===== config.mk =====
export PLATFORM = sky130hd
export DESIGN_NAME = responder_display
export DESIGN_NICKNAME = d
export VERILOG_FILES = /design/src/rtl/responder_display.sv
export SDC_FILE = /design/constraint.sdc
export NUM_CORES = 1
export LEC_CHECK = 0
export CORE_MARGIN = 2
export CORE_UTILIZATION = 55
export DETAILED_ROUTE_END_ITERATION = 8
export PLACE_DENSITY_LB_ADDON = 0.2
export SYNTH_ARGS = -nofsm -noshare
export SYNTH_HDL_FRONTEND = slang
export SYNTH_SLANG_ARGS = --single-unit

===== constraint.sdc =====
create_clock -name clk -period 4.2 [get_ports clk]
set_input_delay 0.63 -clock clk [delete_from_list [all_inputs] [get_ports clk]]
set_output_delay 0.63 -clock clk [all_outputs]
set_load 0.005 [all_outputs]

===== src/rtl/responder_display.sv =====
`timescale 1ns/1ps
// responder_display: multiplexes the four quiz scores onto an 8-digit 7-segment
// display (tens/units per player), blinks the winner's digits and drives the
// "answering" LEDs. All outputs are registered.
module responder_display #(
    parameter int unsigned SCAN_DIV     = 50000,
    parameter int unsigned BLINK_FRAMES = 32
) (
    input  logic       clk,
    input  logic       reset,
    input  logic [2:0] P,
    input  logic [3:0] p1_score,
    input  logic [3:0] p2_score,
    input  logic [3:0] p3_score,
    input  logic [3:0] p4_score,
    input  logic [2:0] winner,
    output logic [6:0] seg,
    output logic [7:0] dig,
    output logic [3:0] led
);

    localparam int unsigned PW = $clog2(SCAN_DIV);
    localparam int unsigned FW = (BLINK_FRAMES > 1) ? $clog2(BLINK_FRAMES) : 1;
    localparam logic [PW-1:0] PRESC_LAST = PW'(SCAN_DIV - 1);
    localparam logic [FW-1:0] FRAME_LAST = FW'(BLINK_FRAMES - 1);

    // Scan timing state
    logic [PW-1:0]   prescaler_q, prescaler_d;
    logic [2:0]      idx_q, idx_d;
    logic [FW-1:0]   frame_q, frame_d;
    logic            blink_q, blink_d;
    logic            tick, wrap;

    // Per-frame snapshot of the scan inputs; index 0 is player 1
    logic [3:0][3:0] shadow_scores_q;
    logic [2:0]      shadow_winner_q;
    logic [3:0][3:0] live_scores;

    // Digit content for the slot being entered on this tick
    logic [3:0][3:0] sel_scores;
    logic [2:0]      sel_winner;
    logic            sel_phase;
    logic [1:0]      player;
    logic [3:0]      score;
    logic [3:0]      units;
    logic            tens;
    logic            blank;
    logic [6:0]      digit_seg;

    logic [6:0]      seg_q, seg_d;
    logic [7:0]      dig_q, dig_d;
    logic [3:0]      led_q, led_d;

    assign live_scores = {p4_score, p3_score, p2_score, p1_score};

    assign seg = seg_q;
    assign dig = dig_q;
    assign led = led_q;

    function automatic logic [6:0] seg_encode(input logic [3:0] v);
        logic [6:0] s;
        case (v)
            4'd0:    s = 7'h3F;
            4'd1:    s = 7'h06;
            4'd2:    s = 7'h5B;
            4'd3:    s = 7'h4F;
            4'd4:    s = 7'h66;
            4'd5:    s = 7'h6D;
            4'd6:    s = 7'h7D;
            4'd7:    s = 7'h07;
            4'd8:    s = 7'h7F;
            4'd9:    s = 7'h6F;
            default: s = 7'h00;
        endcase
        return s;
    endfunction

    // Prescaler, scan index and blink frame counter next-state
    always_comb begin
        tick        = (prescaler_q == PRESC_LAST);
        prescaler_d = tick ? '0 : prescaler_q + PW'(1);
        idx_d       = idx_q + 3'd1;
        wrap        = tick && (idx_q == 3'd7);
        frame_d     = (frame_q == FRAME_LAST) ? '0 : frame_q + FW'(1);
        blink_d     = (frame_q == FRAME_LAST) ? ~blink_q : blink_q;
    end

    // Digit content: the wrap tick bypasses the snapshot so the whole new frame
    // (digit 0 included) sees the same scores, winner and blink phase
    always_comb begin
        sel_scores = wrap ? live_scores : shadow_scores_q;
        sel_winner = wrap ? winner : shadow_winner_q;
        sel_phase  = wrap ? blink_d : blink_q;
        player     = idx_d[2:1];
        score      = sel_scores[player];
        tens       = (score >= 4'd10);
        units      = tens ? score - 4'd10 : score;
        digit_seg  = idx_d[0] ? seg_encode(units) : (tens ? 7'h06 : 7'h00);
        blank      = sel_phase && (sel_winner >= 3'd1) && (sel_winner <= 3'd4) &&
                     ((sel_winner - 3'd1) == {1'b0, player});
        seg_d      = blank ? 7'h00 : digit_seg;
        dig_d      = ~(8'h01 << idx_d);
    end

    // Answering LED decode
    always_comb begin
        led_d = 4'h0;
        case (P)
            3'd1:    led_d = 4'b0001;
            3'd2:    led_d = 4'b0010;
            3'd3:    led_d = 4'b0100;
            3'd4:    led_d = 4'b1000;
            default: led_d = 4'h0;
        endcase
    end

    // Scan state, snapshot and display registers
    always_ff @(posedge clk or posedge reset) begin
        if (reset) begin
            prescaler_q     <= '0;
            idx_q           <= 3'd7;
            frame_q         <= '0;
            blink_q         <= 1'b0;
            shadow_scores_q <= '0;
            shadow_winner_q <= 3'd0;
            seg_q           <= 7'h00;
            dig_q           <= 8'hFF;
        end else begin
            prescaler_q <= prescaler_d;
            if (tick) begin
                idx_q <= idx_d;
                seg_q <= seg_d;
                dig_q <= dig_d;
            end
            if (wrap) begin
                shadow_scores_q <= live_scores;
                shadow_winner_q <= winner;
                frame_q         <= frame_d;
                blink_q         <= blink_d;
            end
        end
    end

    // LED register, updated every cycle
    always_ff @(posedge clk or posedge reset) begin
        if (reset) begin
            led_q <= 4'h0;
        end else begin
            led_q <= led_d;
        end
    end

endmodule


* Yosys cells after proc, flatten, opt, wreduce, memory -nomap -nowiden
Memories as Yosys holds them, arrays and structs flattened.
Index checks and enable logic that the tools add are counted.
** Storage, ports and cells
- Register bits :: 63
- Memory bits (read-only) :: 112
- Input bits :: 24
- Logic and storage cells :: 50
- Memories :: 1
** Operators by class
- Add/sub/neg operators :: 5
- Order comparisons :: 4
- Equality and inequality tests :: 8
- Shift operators :: 1
- Multiplexer cells :: 13
- Bitwise logic cells :: 2
- Reductions and logical operators :: 4
** Memory list
- (name not given) :: depth 16, width 7, rd ports 1, clocked after memory_dff 0, wr ports 0, RTL line 62 : case (v)
** Operators by type and width (count)
- 16-bit 2-to-1 mux :: 2
- 16-bit by 1-bit adder with 16-bit output, second input constant :: 1
- 16-bit == test, second input constant :: 1
- 4-bit one-hot mux with 4 select lines :: 1
- 7-bit 2-to-1 mux :: 2
- 4-bit binary-select mux with 2-bit select :: 1
- 4-bit 2-to-1 mux :: 2
- 8-bit inverter :: 1
- 1-bit by 3-bit << shifter with 8-bit output, first input constant :: 1
- 3-bit by 2-bit == test with 1-bit output, second input constant :: 2
- 3-bit == test, second input constant :: 2
- 3-bit 2-to-1 mux :: 2
- 5-bit by 1-bit adder with 5-bit output, second input constant :: 1
- 5-bit == test, second input constant :: 1
- 5-bit 2-to-1 mux :: 1
- 4-bit >= comparator, second input constant :: 1
- 1-bit logical AND :: 4
- 4-bit subtractor, second input constant :: 1
- 3-bit by 1-bit adder with 3-bit output, second input constant :: 1
- 3-bit by 1-bit == test with 1-bit output, second input constant :: 1
- 3-bit by 2-bit == test with 1-bit output :: 1
- 3-bit by 1-bit >= comparator with 1-bit output, second input constant :: 1
- 3-bit less-or-equal comparator, second input constant :: 1
- 2-bit by 3-bit less-than comparator with 1-bit output, second input constant :: 1
- other kinds (3) :: 4

* Logic depth before layout (Yosys ltp)
An unclocked memory read counts as a cell.
- Depth after elaboration :: 10
- Mapped depth :: 16
- Mapped depth without buffers :: 14

* Worst setup path after synthesis
Ideal clock, no wire load.
- Path kind :: register to register
- Start point :: register prescaler_q[5]
- End point :: register seg_q[6], in the netlist seg[6]
- Library setup time :: 0.122 ns
- Arrival :: 3.354 ns
- Required time :: 4.078 ns
- Path slack :: 0.724 ns
- Stages on the path, launching flop included :: 15
- Cells stage by stage :: dfrtp_1 -> or4b_4 -> or4_1 -> buf_4 -> buf_6 -> clkbuf_1 -> mux2i_1 -> ha_1 -> inv_1 -> ha_1 -> nor3b_1 -> o211a_1 -> nor2b_1 -> and2_1 -> a32o_1
** Between the ends
- Word-level cells in the longest chain between the ends :: 10
- Elaborated cells on any way between the ends :: 20
- Classes of those cells :: 2 x add/sub; 3 x order compare; 2 x eq/ne; 8 x mux; 4 x reduce/logical; 1 x memory
** RTL lines
- start, declared :: RTL line 28 : logic [PW-1:0] prescaler_q, prescaler_d;
- start signal, assigned :: RTL line 129 : prescaler_q <= prescaler_d;
- 16-bit == test (*) :: RTL line 80 : tick = (prescaler_q == PRESC_LAST);
- 1-bit logical AND :: RTL line 83 : wrap = tick && (idx_q == 3'd7);
- 16-bit 2-to-1 mux
- 4-bit binary-select mux with 2-bit select :: RTL line 95 : score = sel_scores[player];
- 4-bit 2-to-1 mux (implied by the code) :: RTL line 95
- 4-bit subtractor or 4-bit >= comparator (tied branches) :: RTL line 97, 96
- 4-bit 2-to-1 mux :: RTL line 97 : units = tens ? score - 4'd10 : score;
- memory 16 x 7 bit
- 7-bit 2-to-1 mux :: RTL line 98 : digit_seg = idx_d[0] ? seg_encode(units) : (tens ? 7'h06 : 7'h00);
- 7-bit 2-to-1 mux :: RTL line 101 : seg_d = blank ? 7'h00 : digit_seg;
- end signal, assigned :: RTL line 132 : seg_q <= seg_d;
- end, declared :: RTL line 50 : logic [6:0] seg_q, seg_d;
Every way passes the cells marked *; elsewhere a longest branch is shown, timed or not. The select of a mux whose other input is x is not followed.
A chain may end at the register's enable or synchronous reset.

* Worst setup path after layout
- Start point :: register prescaler_q[5]
- End point :: register seg_q[0], in the netlist seg[0]
The elaborated chain is that of the path after synthesis.

==> flow_summary.rst <==
.. list-table::
   :header-rows: 1

   * - Metric
     - Value
   * - Static Leakage
     - 0.001804 uW
   * - Number of buffers inserted by port buffering
     - 42
   * - Min-Delay Path Depth
     - 1
   * - Critical path class
     - flip-flop to flip-flop
   * - Setup-violating endpoint count in the final report
     - 0
   * - Synthesized cell area
     - 3358 um^2
   * - Residual antenna-violating net count after detailed routing
     - 0
   * - Standard cell core area
     - 5921 um^2
   * - Detailed Route Iter0 Violations
     - 171
   * - Area of the die
     - 6747 um^2
   * - Half-perimeter wire length of the detailed placement result
     - 4.908 mm
   * - Relative max-transition margin
     - 43.21%
   * - Main combinational cell family by area after synthesis
     - simple AND/OR/NAND/NOR gates
   * - CTS root buf
     - sky130_fd_sc_hd__clkbuf_8
   * - Number of max-cap violations
     - 0
   * - Run status
     - finished, final reports clean
   * - Most used DFF post-synth
     - sky130_fd_sc_hd__dfrtp_1
   * - Drt total wl
     - 6.688 mm
   * - Clock latency of the later-clocked register in the worst-skew pair
     - 340 ps
   * - Final net count
     - 391
   * - Initial core utilization
     - 56.72%
   * - Area used by multi-input combinational logic
     - 1688 um^2
   * - Number of antenna violations at the first check in global routing
     - 0
   * - Seq cells post-synth
     - 63
   * - Arrival @ worst endpoint
     - 3990 ps
   * - Worst clock skew
     - 6.891 ps
   * - Sequential area share after synthesis
     - 47.35%
   * - Maximum clock frequency
     - 0.2648 GHz
   * - Total power density per cell area
     - 311.1 nW/um^2
   * - Worst Path Required
     - 4420 ps
   * - GRT Overall Usage
     - 22.65%
   * - Worst Max-Slew Pin Slew
     - 844.9 ps
   * - Synth Area in Adders
     - 6.706%
   * - Share of the core filled with cells
     - 69.10%
   * - Average wire per cell in the routed design
     - 15.59 um
   * - Pwr Total
     - 1273 uW
   * - Post-Place Worst Slack
     - 446.2 ps
   * - Synth Area in Simple Gates
     - 15.91%
   * - Kind of capture point of the worst setup path
     - flip-flop
   * - Count of H-tree levels built during CTS
     - 3
   * - Via count of the first global-routing pass
     - 2446
   * - Ratio of cells with drive above 1 in the final layout
     - 20.06%
   * - Count of buffers added by post-CTS timing repair for setup
     - 0
   * - Maximum number of pins on one net before global-route repair
     - 36
   * - Number of synthesis warnings
     - 0
   * - Routability-driven placement congestion ratio
     - 0.8368
   * - Worst voltage drop across the vdd grid
     - 0.2193 mV
   * - Number of distinct library cell variants in the gate-level netlist after synthesis
     - 51
   * - Num rows
     - 28
   * - Number of sinks driven by the clock tree
     - 63
   * - Worst setup SP type
     - flip-flop
   * - Count of flip-flops with a built-in enable after synthesis
     - 0
   * - Synth-to-layout area growth
     - 21.83%
   * - Fraction of the mapped netlist area in compound gates
     - 8.010%
   * - Minimum period implied by the final worst setup slack
     - 3776 ps
   * - Detailed-router iteration count before antenna repair
     - 4
   * - Instance count of the mapped netlist
     - 298
   * - Number of failing hold endpoints at the final stage
     - 0
   * - Path class of the lowest-slack min-delay path
     - flip-flop to flip-flop
   * - Number of buffers added by the clock tree synthesis step
     - 9
   * - Mux share of post-synthesis cell area
     - 15.01%
   * - Hold buffers post-CTS
     - 0
   * - # IOs
     - 43
   * - Clock buffer depth
     - 2
   * - Post-synthesis net count
     - 340
   * - RSZ-0062 raised after global routing
     - no
   * - Proportion of register bits with asynchronous set or reset after synthesis
     - 100.0%
   * - Count of cells along the worst register-to-register path
     - 10
   * - Largest fanout on the critical path
     - 35
   * - Tcrit/Tclk final
     - 89.91%
   * - Number of fillers in the final layout
     - 435
   * - Post-route DRC violation count
     - 0
   * - CTS-repair resized insts
     - 0
   * - Floorplan die width
     - 82.14 um
   * - DIE HEIGHT
     - 82.14 um
   * - Wire length of the first global-routing pass
     - 11.36 mm
   * - XOR/XNOR Fraction of Synth Area
     - 4.434%
   * - Avg Inst Size Synth
     - 11.27 um^2
   * - Final sum of negative setup slack
     - 0 ps
   * - Total congestion overflow
     - 0
   * - Clock tree from TritonCTS
     - yes
   * - Area used by sequential logic in the layout
     - 1590 um^2
   * - Final count of pins violating max slew
     - 0
   * - Vias after detailed routing
     - 2382
   * - Final WS setup
     - 423.9 ps
   * - Average vias per placed instance
     - 5.552
   * - Count of antenna diodes in the layout
     - 0
   * - CTS clk-pin slew, worst paths
     - 70 ps
[layout by cell type, fill, tap and decap left out, types with 3 or more instances in the layout]
cell,netlist,layout
sky130_fd_sc_hd__ha_1,18,18
sky130_fd_sc_hd__nand2_1,25,25
sky130_fd_sc_hd__mux2i_1,5,5
sky130_fd_sc_hd__nand2b_1,4,4
sky130_fd_sc_hd__nor2_1,25,25
sky130_fd_sc_hd__nand3_1,13,13
sky130_fd_sc_hd__a31oi_1,10,10
sky130_fd_sc_hd__inv_1,11,10
sky130_fd_sc_hd__mux4_2,6,6
sky130_fd_sc_hd__o21ai_0,9,9
sky130_fd_sc_hd__dfstp_2,11,11
sky130_fd_sc_hd__clkdlybuf4s50_1,0,42
sky130_fd_sc_hd__xor2_1,11,11
sky130_fd_sc_hd__mux2_2,17,17
sky130_fd_sc_hd__mux2_4,4,4
sky130_fd_sc_hd__buf_4,1,6
sky130_fd_sc_hd__nor3_1,8,8
sky130_fd_sc_hd__xnor2_1,6,6
sky130_fd_sc_hd__clkbuf_8,0,12
sky130_fd_sc_hd__dfrtp_1,52,52
sky130_fd_sc_hd__and3_1,8,8
sky130_fd_sc_hd__mux2i_4,3,3
sky130_fd_sc_hd__o21ai_1,7,7
sky130_fd_sc_hd__nor3b_1,4,4
[worst paths after layout]
path	from	to	slack (ps)
setup / recovery	prescaler_q[5]$_DFF_PP0_	seg[0]$_DFFE_PP0N_	420
hold / removal	prescaler_q[0]$_DFF_PP0_	prescaler_q[0]$_DFF_PP0_	450
setup reg to reg	prescaler_q[5]$_DFF_PP0_	seg[0]$_DFFE_PP0N_	420
hold reg to reg	prescaler_q[0]$_DFF_PP0_	prescaler_q[0]$_DFF_PP0_	450
max in group asynchronous	reset	shadow_scores_q[15]$_DFF_PP0_	2860
min in group asynchronous	reset	prescaler_q[6]$_DFF_PP0_	650
[through the flow]
step / hold WS (ps) / instances / area, um^2
2_1_floorplan: 425.1 / 298 / 3358
3_3_place_gp: 444.7 / 413 / 3882
3_5_place_dp: 447.6 / 413 / 3882
4_1_cts: 456.7 / 429 / 4091
5_1_grt: 495.5 / 429 / 4091
6_report: 453.8 / 429 / 4091
[worst max-delay path, stage by stage (launching register included)]
cell                       delay, ps
sky130_fd_sc_hd__dfrtp_1         420
sky130_fd_sc_hd__or4b_4          570
sky130_fd_sc_hd__or4_1           470
sky130_fd_sc_hd__buf_4           280
sky130_fd_sc_hd__mux4_2          390
sky130_fd_sc_hd__mux2i_1         310
sky130_fd_sc_hd__ha_1            360
sky130_fd_sc_hd__a31oi_1         360
sky130_fd_sc_hd__nor2_1          160
sky130_fd_sc_hd__nor3_1          270
sky130_fd_sc_hd__a211oi_2         60
[where the power goes]
part           switching [uW]  leakage (uW)  total, uW  internal (uW)
logic                    51.7      0.000946        107           55.2
clock network             223      0.000109        544            321
registers                4.20      0.000748        622            618
total                     279       0.00180       1270            994
[cell usage after synthesis, types with 2 or more instances]
cell | instances | area, um^2
sky130_fd_sc_hd__mux2_2 | 17 | 191.4
sky130_fd_sc_hd__nor3_1 | 8 | 40.04
sky130_fd_sc_hd__xnor2_1 | 6 | 52.55
sky130_fd_sc_hd__nand2b_1 | 4 | 25.02
sky130_fd_sc_hd__clkbuf_1 | 5 | 18.77
sky130_fd_sc_hd__mux2_4 | 4 | 60.06
sky130_fd_sc_hd__a211oi_1 | 2 | 15.01
sky130_fd_sc_hd__nand4_1 | 2 | 12.51
sky130_fd_sc_hd__nand2_1 | 25 | 93.84
sky130_fd_sc_hd__o21ai_1 | 7 | 35.03
sky130_fd_sc_hd__o31ai_1 | 2 | 15.01
sky130_fd_sc_hd__nand3_1 | 13 | 65.06
sky130_fd_sc_hd__nor4_1 | 2 | 12.51
sky130_fd_sc_hd__and3_1 | 8 | 50.05
sky130_fd_sc_hd__nand4bb_1 | 2 | 22.52
sky130_fd_sc_hd__dfstp_2 | 11 | 289.0
sky130_fd_sc_hd__and2_1 | 2 | 12.51
sky130_fd_sc_hd__mux2i_4 | 3 | 67.56
sky130_fd_sc_hd__o21ai_0 | 9 | 45.04
sky130_fd_sc_hd__dfrtp_1 | 52 | 1301
sky130_fd_sc_hd__or4_1 | 2 | 15.01
sky130_fd_sc_hd__mux4_2 | 6 | 135.1
sky130_fd_sc_hd__xor2_1 | 11 | 96.34
sky130_fd_sc_hd__inv_1 | 11 | 41.29
sky130_fd_sc_hd__nor3b_1 | 4 | 30.03
sky130_fd_sc_hd__ha_1 | 18 | 225.2
sky130_fd_sc_hd__a31oi_1 | 10 | 62.56
sky130_fd_sc_hd__mux2i_1 | 5 | 50.05
sky130_fd_sc_hd__nor2_1 | 25 | 93.84
[flip-flops by register name, summed over array words and instances (netlist names)]
register and count:
seg 7, blink_q 1, dig 8, shadow_scores_q 16, led 4, prescaler_q 16, shadow_winner_q 3, frame_q 5
idx_q 3
[cell type report]
class | count | area share, %
repair buffers | 48 | 11.38
clock inverters | 3 | 0.9786
clock buffers | 13 | 4.128
multi-input cells | 215 | 41.25
well taps | 75 | 2.294
inverters | 12 | 1.101
flip-flops and latches | 63 | 38.87
[kinds of logic after synthesis]
group,count (synthesis)
adder cells (fa/ha/maj),18
AND/OR/NAND/NOR,104
XOR/XNOR,17
AO/OA/AOI/OAI,41
multiplexers,35
flip-flops,63
buffers and inverters,20
[per-layer routing]
layer	wire, um	share of wire (%)	GRT usage (%)
met1	3127	47	28.85
met3	218	3.3	6.848
met5	0	0	0
met2	3270	49	36.18
met4	72	1.1	9.333
Note: power is estimated with default switching activity, not from simulation.
